[src/rtl/cmd_scheduler.sv]
// Command frame scheduler: CRC-8 check, opcode decode, req/ack memory sequencing and one response byte per frame.
// Define CMD_SCHEDULER_CRC_CHECK_EN to build the CRC check; without it the crc input is ignored.
module cmd_scheduler #(
   parameter int unsigned TIMEOUT_CYCLES = 255,
   parameter logic [7:0]  ACK_BYTE       = 8'hA5
) (
   input  logic        clk,
   input  logic        reset,
   input  logic        frame_valid,
   input  logic [7:0]  cmd,
   input  logic [7:0]  arg1,
   input  logic [7:0]  arg2,
   input  logic [7:0]  crc,
   output logic [15:0] mem_addr,
   output logic [7:0]  mem_wdata,
   output logic        mem_we,
   output logic        mem_req,
   input  logic [7:0]  mem_rdata,
   input  logic        mem_ack,
   output logic [7:0]  resp_byte,
   output logic        resp_valid,
   input  logic        resp_ready,
   output logic        busy,
   output logic        overrun
);

   typedef enum logic [1:0] {IDLE, CHECK, MEM, RESPOND} state_t;

   localparam logic [7:0]  OP_NOP       = 8'h00;
   localparam logic [7:0]  OP_READ      = 8'h01;
   localparam logic [7:0]  OP_WRITE     = 8'h02;
   localparam logic [7:0]  OP_SET_ADDR  = 8'h03;
   localparam logic [7:0]  RESP_CRC_ERR = 8'hE0;
   localparam logic [7:0]  RESP_BAD_OP  = 8'hE1;
   localparam logic [7:0]  RESP_TIMEOUT = 8'hE2;
   localparam logic [15:0] TIMEOUT_LAST = 16'(TIMEOUT_CYCLES - 1);

   state_t      state_q;
   logic [7:0]  cmd_q;
   logic [7:0]  arg1_q;
   logic [7:0]  arg2_q;
   logic [15:0] addrReg_q;
   logic [15:0] timeoutCnt_q;
   logic [15:0] memAddr_q;
   logic [7:0]  memWdata_q;
   logic        memWe_q;
   logic        memReq_q;
   logic [7:0]  respByte_q;
   logic        respValid_q;
   logic        overrun_q;
   logic        crcOk;

`ifdef CMD_SCHEDULER_CRC_CHECK_EN
   logic [7:0] crc_q;

   function automatic logic [7:0] crc8Update(input logic [7:0] crcIn, input logic [7:0] data);
      logic [7:0] c;
      c = crcIn ^ data;
      for (int i = 0; i < 8; i++) begin
         c = c[7] ? ({c[6:0], 1'b0} ^ 8'h07) : {c[6:0], 1'b0};
      end
      return c;
   endfunction

   assign crcOk = (crc8Update(crc8Update(crc8Update(8'h00, cmd_q), arg1_q), arg2_q) == crc_q);
`else
   logic unusedCrc;
   assign unusedCrc = ^crc;
   assign crcOk     = 1'b1;
`endif

   // The frame bytes are only valid during frame_valid, so everything the later states need is latched in IDLE.
   always_ff @(posedge clk) begin
      if (!reset) begin
         state_q      <= IDLE;
         cmd_q        <= '0;
         arg1_q       <= '0;
         arg2_q       <= '0;
         addrReg_q    <= '0;
         timeoutCnt_q <= '0;
         memAddr_q    <= '0;
         memWdata_q   <= '0;
         memWe_q      <= 1'b0;
         memReq_q     <= 1'b0;
         respByte_q   <= '0;
         respValid_q  <= 1'b0;
         overrun_q    <= 1'b0;
`ifdef CMD_SCHEDULER_CRC_CHECK_EN
         crc_q        <= '0;
`endif
      end else begin
         if (frame_valid && state_q != IDLE) begin
            overrun_q <= 1'b1;
         end
         unique case (state_q)
            IDLE: begin
               if (frame_valid) begin
                  cmd_q     <= cmd;
                  arg1_q    <= arg1;
                  arg2_q    <= arg2;
`ifdef CMD_SCHEDULER_CRC_CHECK_EN
                  crc_q     <= crc;
`endif
                  overrun_q <= 1'b0;
                  state_q   <= CHECK;
               end
            end
            CHECK: begin
               timeoutCnt_q <= '0;
               if (!crcOk) begin
                  respByte_q  <= RESP_CRC_ERR;
                  respValid_q <= 1'b1;
                  state_q     <= RESPOND;
               end else begin
                  case (cmd_q)
                     OP_NOP: begin
                        respByte_q  <= ACK_BYTE;
                        respValid_q <= 1'b1;
                        state_q     <= RESPOND;
                     end
                     OP_SET_ADDR: begin
                        addrReg_q   <= {arg1_q, arg2_q};
                        respByte_q  <= ACK_BYTE;
                        respValid_q <= 1'b1;
                        state_q     <= RESPOND;
                     end
                     OP_READ: begin
                        memAddr_q <= addrReg_q;
                        memWe_q   <= 1'b0;
                        memReq_q  <= 1'b1;
                        state_q   <= MEM;
                     end
                     OP_WRITE: begin
                        memAddr_q  <= addrReg_q;
                        memWdata_q <= arg1_q;
                        memWe_q    <= 1'b1;
                        memReq_q   <= 1'b1;
                        state_q    <= MEM;
                     end
                     default: begin
                        respByte_q  <= RESP_BAD_OP;
                        respValid_q <= 1'b1;
                        state_q     <= RESPOND;
                     end
                  endcase
               end
            end
            // An ack arriving in the last allowed cycle wins over the timeout.
            MEM: begin
               if (mem_ack) begin
                  memReq_q    <= 1'b0;
                  addrReg_q   <= addrReg_q + 16'd1;
                  respByte_q  <= memWe_q ? ACK_BYTE : mem_rdata;
                  respValid_q <= 1'b1;
                  state_q     <= RESPOND;
               end else if (timeoutCnt_q == TIMEOUT_LAST) begin
                  memReq_q    <= 1'b0;
                  respByte_q  <= RESP_TIMEOUT;
                  respValid_q <= 1'b1;
                  state_q     <= RESPOND;
               end else begin
                  timeoutCnt_q <= timeoutCnt_q + 16'd1;
               end
            end
            RESPOND: begin
               if (resp_ready) begin
                  respValid_q <= 1'b0;
                  state_q     <= IDLE;
               end
            end
         endcase
      end
   end

   assign mem_addr   = memAddr_q;
   assign mem_wdata  = memWdata_q;
   assign mem_we     = memWe_q;
   assign mem_req    = memReq_q;
   assign resp_byte  = respByte_q;
   assign resp_valid = respValid_q;
   assign busy       = (state_q != IDLE);
   assign overrun    = overrun_q;

endmodule
[config.mk]
export PLATFORM = sky130hd
export DESIGN_NAME = cmd_scheduler
export DESIGN_NICKNAME = d
export VERILOG_FILES = /design/src/rtl/cmd_scheduler.sv
export SDC_FILE = /design/constraint.sdc
export NUM_CORES = 1
export LEC_CHECK = 0
export CAP_MARGIN = 5
export CORE_MARGIN = 2
export CORE_UTILIZATION = 47
export DETAILED_ROUTE_END_ITERATION = 10
export PLACE_DENSITY = 0.78
export SYNTH_ARGS = -nofsm -noshare
export SYNTH_HDL_FRONTEND = slang
export SYNTH_SLANG_ARGS = --single-unit
[constraint.sdc]
create_clock -name clk -period 2.2 [get_ports clk]
set_clock_uncertainty 0.05 [all_clocks]
set_input_delay 0.55 -clock clk [delete_from_list [all_inputs] [get_ports clk]]
set_output_delay 0.55 -clock clk [all_outputs]
set_load 0.02 [all_outputs]
==> out/qor.yml, run 1 <==
logic_synthesis:
  syn-num-nets: 608
  ys.flop_type: "dfxtp_1"
  synth_edf_count: 0
  ys_top_cells_by_area: "dfxtp_1, nand2_1, a21oi_1"
  syn_inst: 555
  async_flop_share_pct: 0
  synth_top_area_cell: "dfxtp_1"
  syn_area_sq_um: 4430
  synth_top_area_share_pct: 42.5
  ys_seq_elements: 94
  seq_area_frac_synth_pct: 42.5
  synth.distinct_cells: 62
  avgSynthCellArea_sq_um: 7.99
  yosys_warnings: 0
die:
  rows: 35
  fp.dieW_um: 101
  start_util_pct: 48.2
  core_area_sq_um: 9200
  num_io_pins: 82
  die_area_sq_um: 10200
  die_h_um: 101
placed_design:
  portBuffers: 73
  placedInstanceArea_sq_um: 5420
  place_hpwl_mm: 8.14
  gp_congestion: 0.905
clocking:
  root_buffer: "clkbuf_8"
  cts.clk_slew.worst_paths_ns: 0.10
  clk_latency_ns: 0.37
  tritoncts: "built"
  cts_buffer_depth: 2
  htree_levels: 3
  cts_made_buffers: 9
  clkSinkCount: 94
global_routing:
  gr-total-overflow: 0
  grt_pass1_wl_mm: 18.3
  grt_max_degree: 67
  antenna_found_initial: 0
  grt_usage_pct: 22.2
  grt_pass1_vias: 3916
pwr:
  power.density_nw_per_um2: 976
  vdd_ir_drop_max_v: 0.000481
  p_total_mw: 5.50
  static-leakage-power_nw: 2.08
layout:
  drive_gt1_share_pct: 11.5
  multiInputGateArea_sq_um: 2340
  fin_area_sq_um: 5640
  seq_area_sq_um: 1880
  n_fill_cell: 816
  fin_nets: 694
  utilization_pct: 61.3
  area_growth_pct: 27.2
  num_antenna_cells: 0
worst_setup_path:
  cp.required_ns: 1.60
  rr_worst_depth: 7
  crit_arrival_ns: 1.55
  path_class: "reg2out"
  end_kind: "output port"
  startpoint_type: "flop"
  crit_fanout: 5
drt:
  drtAntennaViolNets: 0
  drtIter0Drc: 315
  viasPerCell: 5.74
  via_count: 4346
  drc: 0
  drtPass1Iterations: 6
  drt-total-wl_mm: 11.3
  routedWlPerCell_um: 14.9
sta:
  fin_crit_sh_pct: 97.5
  period_needed_ns: 2.15
  hold_viol: 0
  final_max_slew_viol_count: 0
  setup_viol: 0
  tightest_slew_ns: 0.592
  max_freq_ghz: 0.466
  rsz0062_at_grt: "false"
  slew_headroom_pct: 60.2
run:
  drv_cap: 0
run_status:
  run_status: "complete, no violations"
worst_hold_path:
  hp-class: "reg2reg"
  min_path_cells: 2
## synth_stat cells (3+ instances only)
library cell / number
a31oi_1: 7
clkbuf_1: 23
and4_1: 3
nand2_1: 112
inv_1: 17
a21oi_1: 68
nand3_1: 23
buf_2: 3
a31o_2: 3
o2bb2ai_1: 3
o21a_1: 7
dfxtp_1: 94
o31ai_1: 5
nand4_1: 10
ha_1: 8
o221a_2: 4
buf_1: 4
a211oi_1: 5
nor4_1: 6
nor3b_1: 7
and3_1: 5
or3_1: 3
nor2_1: 35
and2_1: 4
o21ai_0: 23
mux2i_1: 10
nor3_1: 12
nor2b_1: 5
## critical path, stage by stage, from the launching register on
cell and delay, ns:
dfxtp_1 0.43, inv_1 0.11, ha_1 0.22, inv_1 0.11, clkdlybuf4s15_1 0.31
## metrics by stage
step | TNS, ns | worst slack [ns] | std cells | hold WS, ns
2_1_floorplan | 0 | 0.168 | 555 | 0.382
3_3_place_gp | -0.0523 | -0.0523 | 741 | 0.392
3_5_place_dp | -0.0771 | -0.0404 | 741 | 0.384
4_1_cts | 0 | 0.0460 | 757 | 0.399
5_1_grt | 0 | 0.00277 | 757 | 0.420
6_report | 0 | 0.0539 | 757 | 0.397
## layout make-up
type	instances	share of cell area, %
sequential	94	33.4
inverter	17	1.13
timing repair buffer	109	18.0
clock buffer	9	2.20
multi-input combinational	410	41.4
tap	111	2.46
clock inverter	7	1.40
## logic make-up after synthesis
family	synth area share (%)
adders and majority gates	2.26
DFF	42.5
and+or+nand+nor	26.6
AOI/OAI and AO/OA	20.6
buffers and inverters	5.14
muxes	2.51
xor gates and xnor gates	0.395
## timing repair
action,4_1_cts,5_1_grt
setup endpoints to repair,1,15
pin swaps,0,2
hold buffers,0,0
setup buffers,0,0
resized for setup,1,4
## where the power goes
part           internal [mW]  leakage [nW]  switching, mW  total, mW
Combinational          0.918          1.21           1.34       2.25
Sequential              1.92         0.764          0.190       2.11
Clock                  0.450         0.102          0.690       1.14
## layout by cell type (no fill, tap or decap), types with 3 or more instances in the layout
cell and count:
o21a_1 7, nand3_1 23, nor2_1 35, nor2b_1 5, o21ai_0 23, o2bb2ai_1 3, nor4_1 6, inv_1 16
or3_1 3, nand2_1 112, and4_1 3, dfxtp_1 94, o221a_2 4, mux2i_1 10, a31oi_1 7, buf_4 35
nor3b_1 7, a31o_2 3, ha_1 7, o31ai_1 5, clkdlybuf4s50_1 72, clkbuf_8 9, and2_1 4, a21oi_1 68
nand4_1 10, a211oi_1 4, and3_1 5, nor3_1 12
## flip-flops by register name, indices dropped and copies added, names as in the netlist, named ones only
signal and cells:
addrReg_q 16, arg1_q 8, arg2_q 8, cmd_q 8, mem_addr 16, mem_req 1
mem_wdata 8, mem_we 1, resp_byte 8, resp_valid 1, state_q 2, timeoutCnt_q 16
## routing by layer
metal  up-vias  global-route usage (%)  part of all wire, %  routed length [um]
met2       193                    35.0                   45                5060
met3        19                    2.84                  7.1                 798
met4         0                    8.00                  1.4                 157
li1       2142                       -                    -                   -
met1      1992                    31.3                   47                5260
met5         -                       0                    0                   0
## path summary, 6_finish.rpt
path / start / endpoint / slack, ns
worst max-delay path: state_q[1]$_SDFFE_PN0P_ / busy / 0.05
worst min-delay path: resp_byte[0]$_SDFFE_PN0P_ / resp_byte[0]$_SDFFE_PN0P_ / 0.40
worst max register to register: timeoutCnt_q[0]$_SDFFE_PN0P_ / state_q[0]$_SDFFE_PN0P_ / 0.09
worst min register to register: resp_byte[0]$_SDFFE_PN0P_ / resp_byte[0]$_SDFFE_PN0P_ / 0.40
Note: power is estimated with default switching activity, not from simulation.
==> inputs of run 2 (changes only) <==
--- a/config.mk
+++ b/config.mk
@@ -6,10 +6,11 @@
 export NUM_CORES = 1
 export LEC_CHECK = 0
 export CAP_MARGIN = 5
-export CORE_MARGIN = 2
-export CORE_UTILIZATION = 47
+export CORE_UTILIZATION = 57
 export DETAILED_ROUTE_END_ITERATION = 10
-export PLACE_DENSITY = 0.78
+export DONT_BUFFER_PORTS = 1
+export GPL_TIMING_DRIVEN = 0
+export PLACE_DENSITY = 0.77
 export SYNTH_ARGS = -nofsm -noshare
 export SYNTH_HDL_FRONTEND = slang
 export SYNTH_SLANG_ARGS = --single-unit
==> out/qor.yml, run 2 (synthesis results as in run 1) <==
die:
  num_io_pins: 82  # unchanged
  rows: 31  # -11%
  die_h_um: 90.2  # -11%
  die_area_sq_um: 8130  # -20%
  core_area_sq_um: 7370  # -20%
  fp.dieW_um: 90.2  # -11%
  start_util_pct: 60.1  # +12 points
worst_setup_path:
  crit_fanout: 10  # +5
  rrSetupSlack_ns: 0.04  # -0.05 ns
  end_kind: "flop"
  r2r_start: "state_q[0]$_SDFFE_PN0P_"
  cp.required_ns: 2.38  # +0.78 ns
  path_class: "reg2reg"
  startpoint_type: "flop"
  crit_arrival_ns: 2.34  # +0.79 ns
  rr_worst_depth: 7  # unchanged
  rr_endpoint: "addrReg_q[5]$_SDFFE_PN0P_"
global_routing:
  antenna_found_initial: 0  # unchanged
  grt_max_degree: 19  # -72%
  grt_usage_pct: 28.6  # +6.4 points
  grt_pass1_vias: 3823  # -2.4%
  grt_pass1_wl_mm: 18.6  # +1.8%
  gr-total-overflow: 0  # unchanged
drt:
  drtIter0Drc: 445  # +41%
  drc: 0  # unchanged
  drt-total-wl_mm: 11.6  # +3.3%
  viasPerCell: 6.17  # +7.5%
  drtPass1Iterations: 5  # -1
  via_count: 4155  # -4.4%
  routedWlPerCell_um: 17.3  # +16%
  drtAntennaViolNets: 0  # unchanged
layout:
  final_cell_mix: "nand2_1, dfxtp_1, a21oi_1"
  multiInputGateArea_sq_um: 2390  # +2.2%
  area_growth_pct: 9.32
  layout_commonest_cell: "nand2_1"
  drive_gt1_share_pct: 10.6  # -0.83 points
  fin_nets: 622  # -10%
  seq_area_sq_um: 1880  # unchanged
  n_fill_cell: 661  # -19%
  utilization_pct: 65.7  # +4.4 points
  num_antenna_cells: 0  # unchanged
worst_hold_path:
  min_from: "arg1[5]"
  hold-path-endpoint: "arg1_q[5]$_SDFFE_PN0P_"
  hp-class: "in2reg"
  min_path_cells: 2  # unchanged
sta:
  setup_viol: 0  # unchanged
  whs_ns: 0.248  # -0.149 ns
  fin_crit_sh_pct: 98.3  # +0.70 points
  max_freq_ghz: 0.463  # -0.72%
  fin_tns_setup_ns: 0  # unchanged
  final_max_slew_viol_count: 0  # unchanged
  slew_headroom_pct: 57.6  # -2.5 points
  rsz0062_at_grt: "true"
  tightest_slew_ns: 0.635  # +0.0431 ns
  hold_viol: 0  # unchanged
  period_needed_ns: 2.16  # +0.0155 ns
placed_design:
  gp_congestion: 0.937  # +3.5%
  portBuffers: 0  # -100%
  place_hpwl_mm: 8.33  # +2.3%
clocking:
  tritoncts: "built"
  htree_levels: 3  # unchanged
  clk_latency_ns: 0.37  # about the same
  cts_made_buffers: 9  # unchanged
  root_buffer: "clkbuf_8"
  cts.clk_slew.worst_paths_ns: 0.11  # about the same
  hold_buffers: 0  # unchanged
  cts_buffer_depth: 2  # unchanged
  clkSinkCount: 94  # unchanged
pwr:
  power.density_nw_per_um2: 1090  # +12%
  vdd_ir_drop_max_v: 0.000707  # +47%
  static-leakage-power_nw: 1.74  # -16%
  p_total_mw: 5.29  # -3.8%
run_status:
  run_status: "complete, no violations"
run:
  drv_cap: 0  # unchanged
-- run 2: worst max path at each step --
stage / cells after the start / from / to / slack (ns)
after floorplan: 10 / state_q[0]$_SDFFE_PN0P_ / addrReg_q[4]$_SDFFE_PN0P_ / 0.17
after global routing: 8 / state_q[0]$_SDFFE_PN0P_ / addrReg_q[5]$_SDFFE_PN0P_ / -0.008
after CTS: 8 / state_q[0]$_SDFFE_PN0P_ / addrReg_q[4]$_SDFFE_PN0P_ / 0.003
after global placement: 10 / state_q[0]$_SDFFE_PN0P_ / addrReg_q[4]$_SDFFE_PN0P_ / -0.24
final: 7 / state_q[0]$_SDFFE_PN0P_ / addrReg_q[5]$_SDFFE_PN0P_ / 0.04
after detailed placement: 10 / state_q[0]$_SDFFE_PN0P_ / addrReg_q[2]$_SDFFE_PN0P_ / -0.28
-- run 2: worst max-delay path, cell delays in order, from the launching register on --
cell and delay, ns:
dfxtp_1 0.40, inv_1 0.11, ha_2 0.27, inv_1 0.21, clkbuf_1 0.53, nor2_1 0.13
o21ai_0 0.22, a21oi_1 0.10
-- run 2: final cells by class --
type                            instances  share of cell area [%]
Sequential cell                        94                    38.8
Clock buffer                            9                    2.56
Buffer                                 33                    3.54
Tap cell                               99                    2.56
Multi-Input combinational cell        410                    49.3
Inverter                               17                    1.32
Clock inverter                          7                    1.29
Timing Repair Buffer                    4                   0.620
-- run 2: per-layer routing --
| layer | GRT usage, % | vias to the layer above | wire length (um) | part of all wire [%] |
|---|---|---|---|---|
| li1 | - | 2002 | - | - |
| met1 | 39.9 | 1925 | 5370 | 46 |
| met2 | 42.6 | 206 | 5000 | 43 |
| met3 | 6.77 | 22 | 1060 | 9.1 |
| met4 | 11.2 | 0 | 221 | 1.9 |
| met5 | 0 | - | 0 | 0 |
-- run 2: repair_timing --
action	CTS	global route
endpoints found under the setup margin	36	46
gates cloned	0	0
setup buffers	0	4
pin swaps	0	2
resized for setup	7	18
-- run 2: stage by stage --
stage               instances  setup slack [ns]  cell area, sq um
floorplan                 555             0.168              4430
global placement          654            -0.239              4560
detailed placement        654            -0.282              4560
CTS                       669           0.00277              4760
global route              673          -0.00824              4840
finish                    673            0.0384              4840
-- run 2: power by group --
group,switching [mW],internal (mW)
sequential,0.276,1.92
clock,0.679,0.435
combinational,1.29,0.696
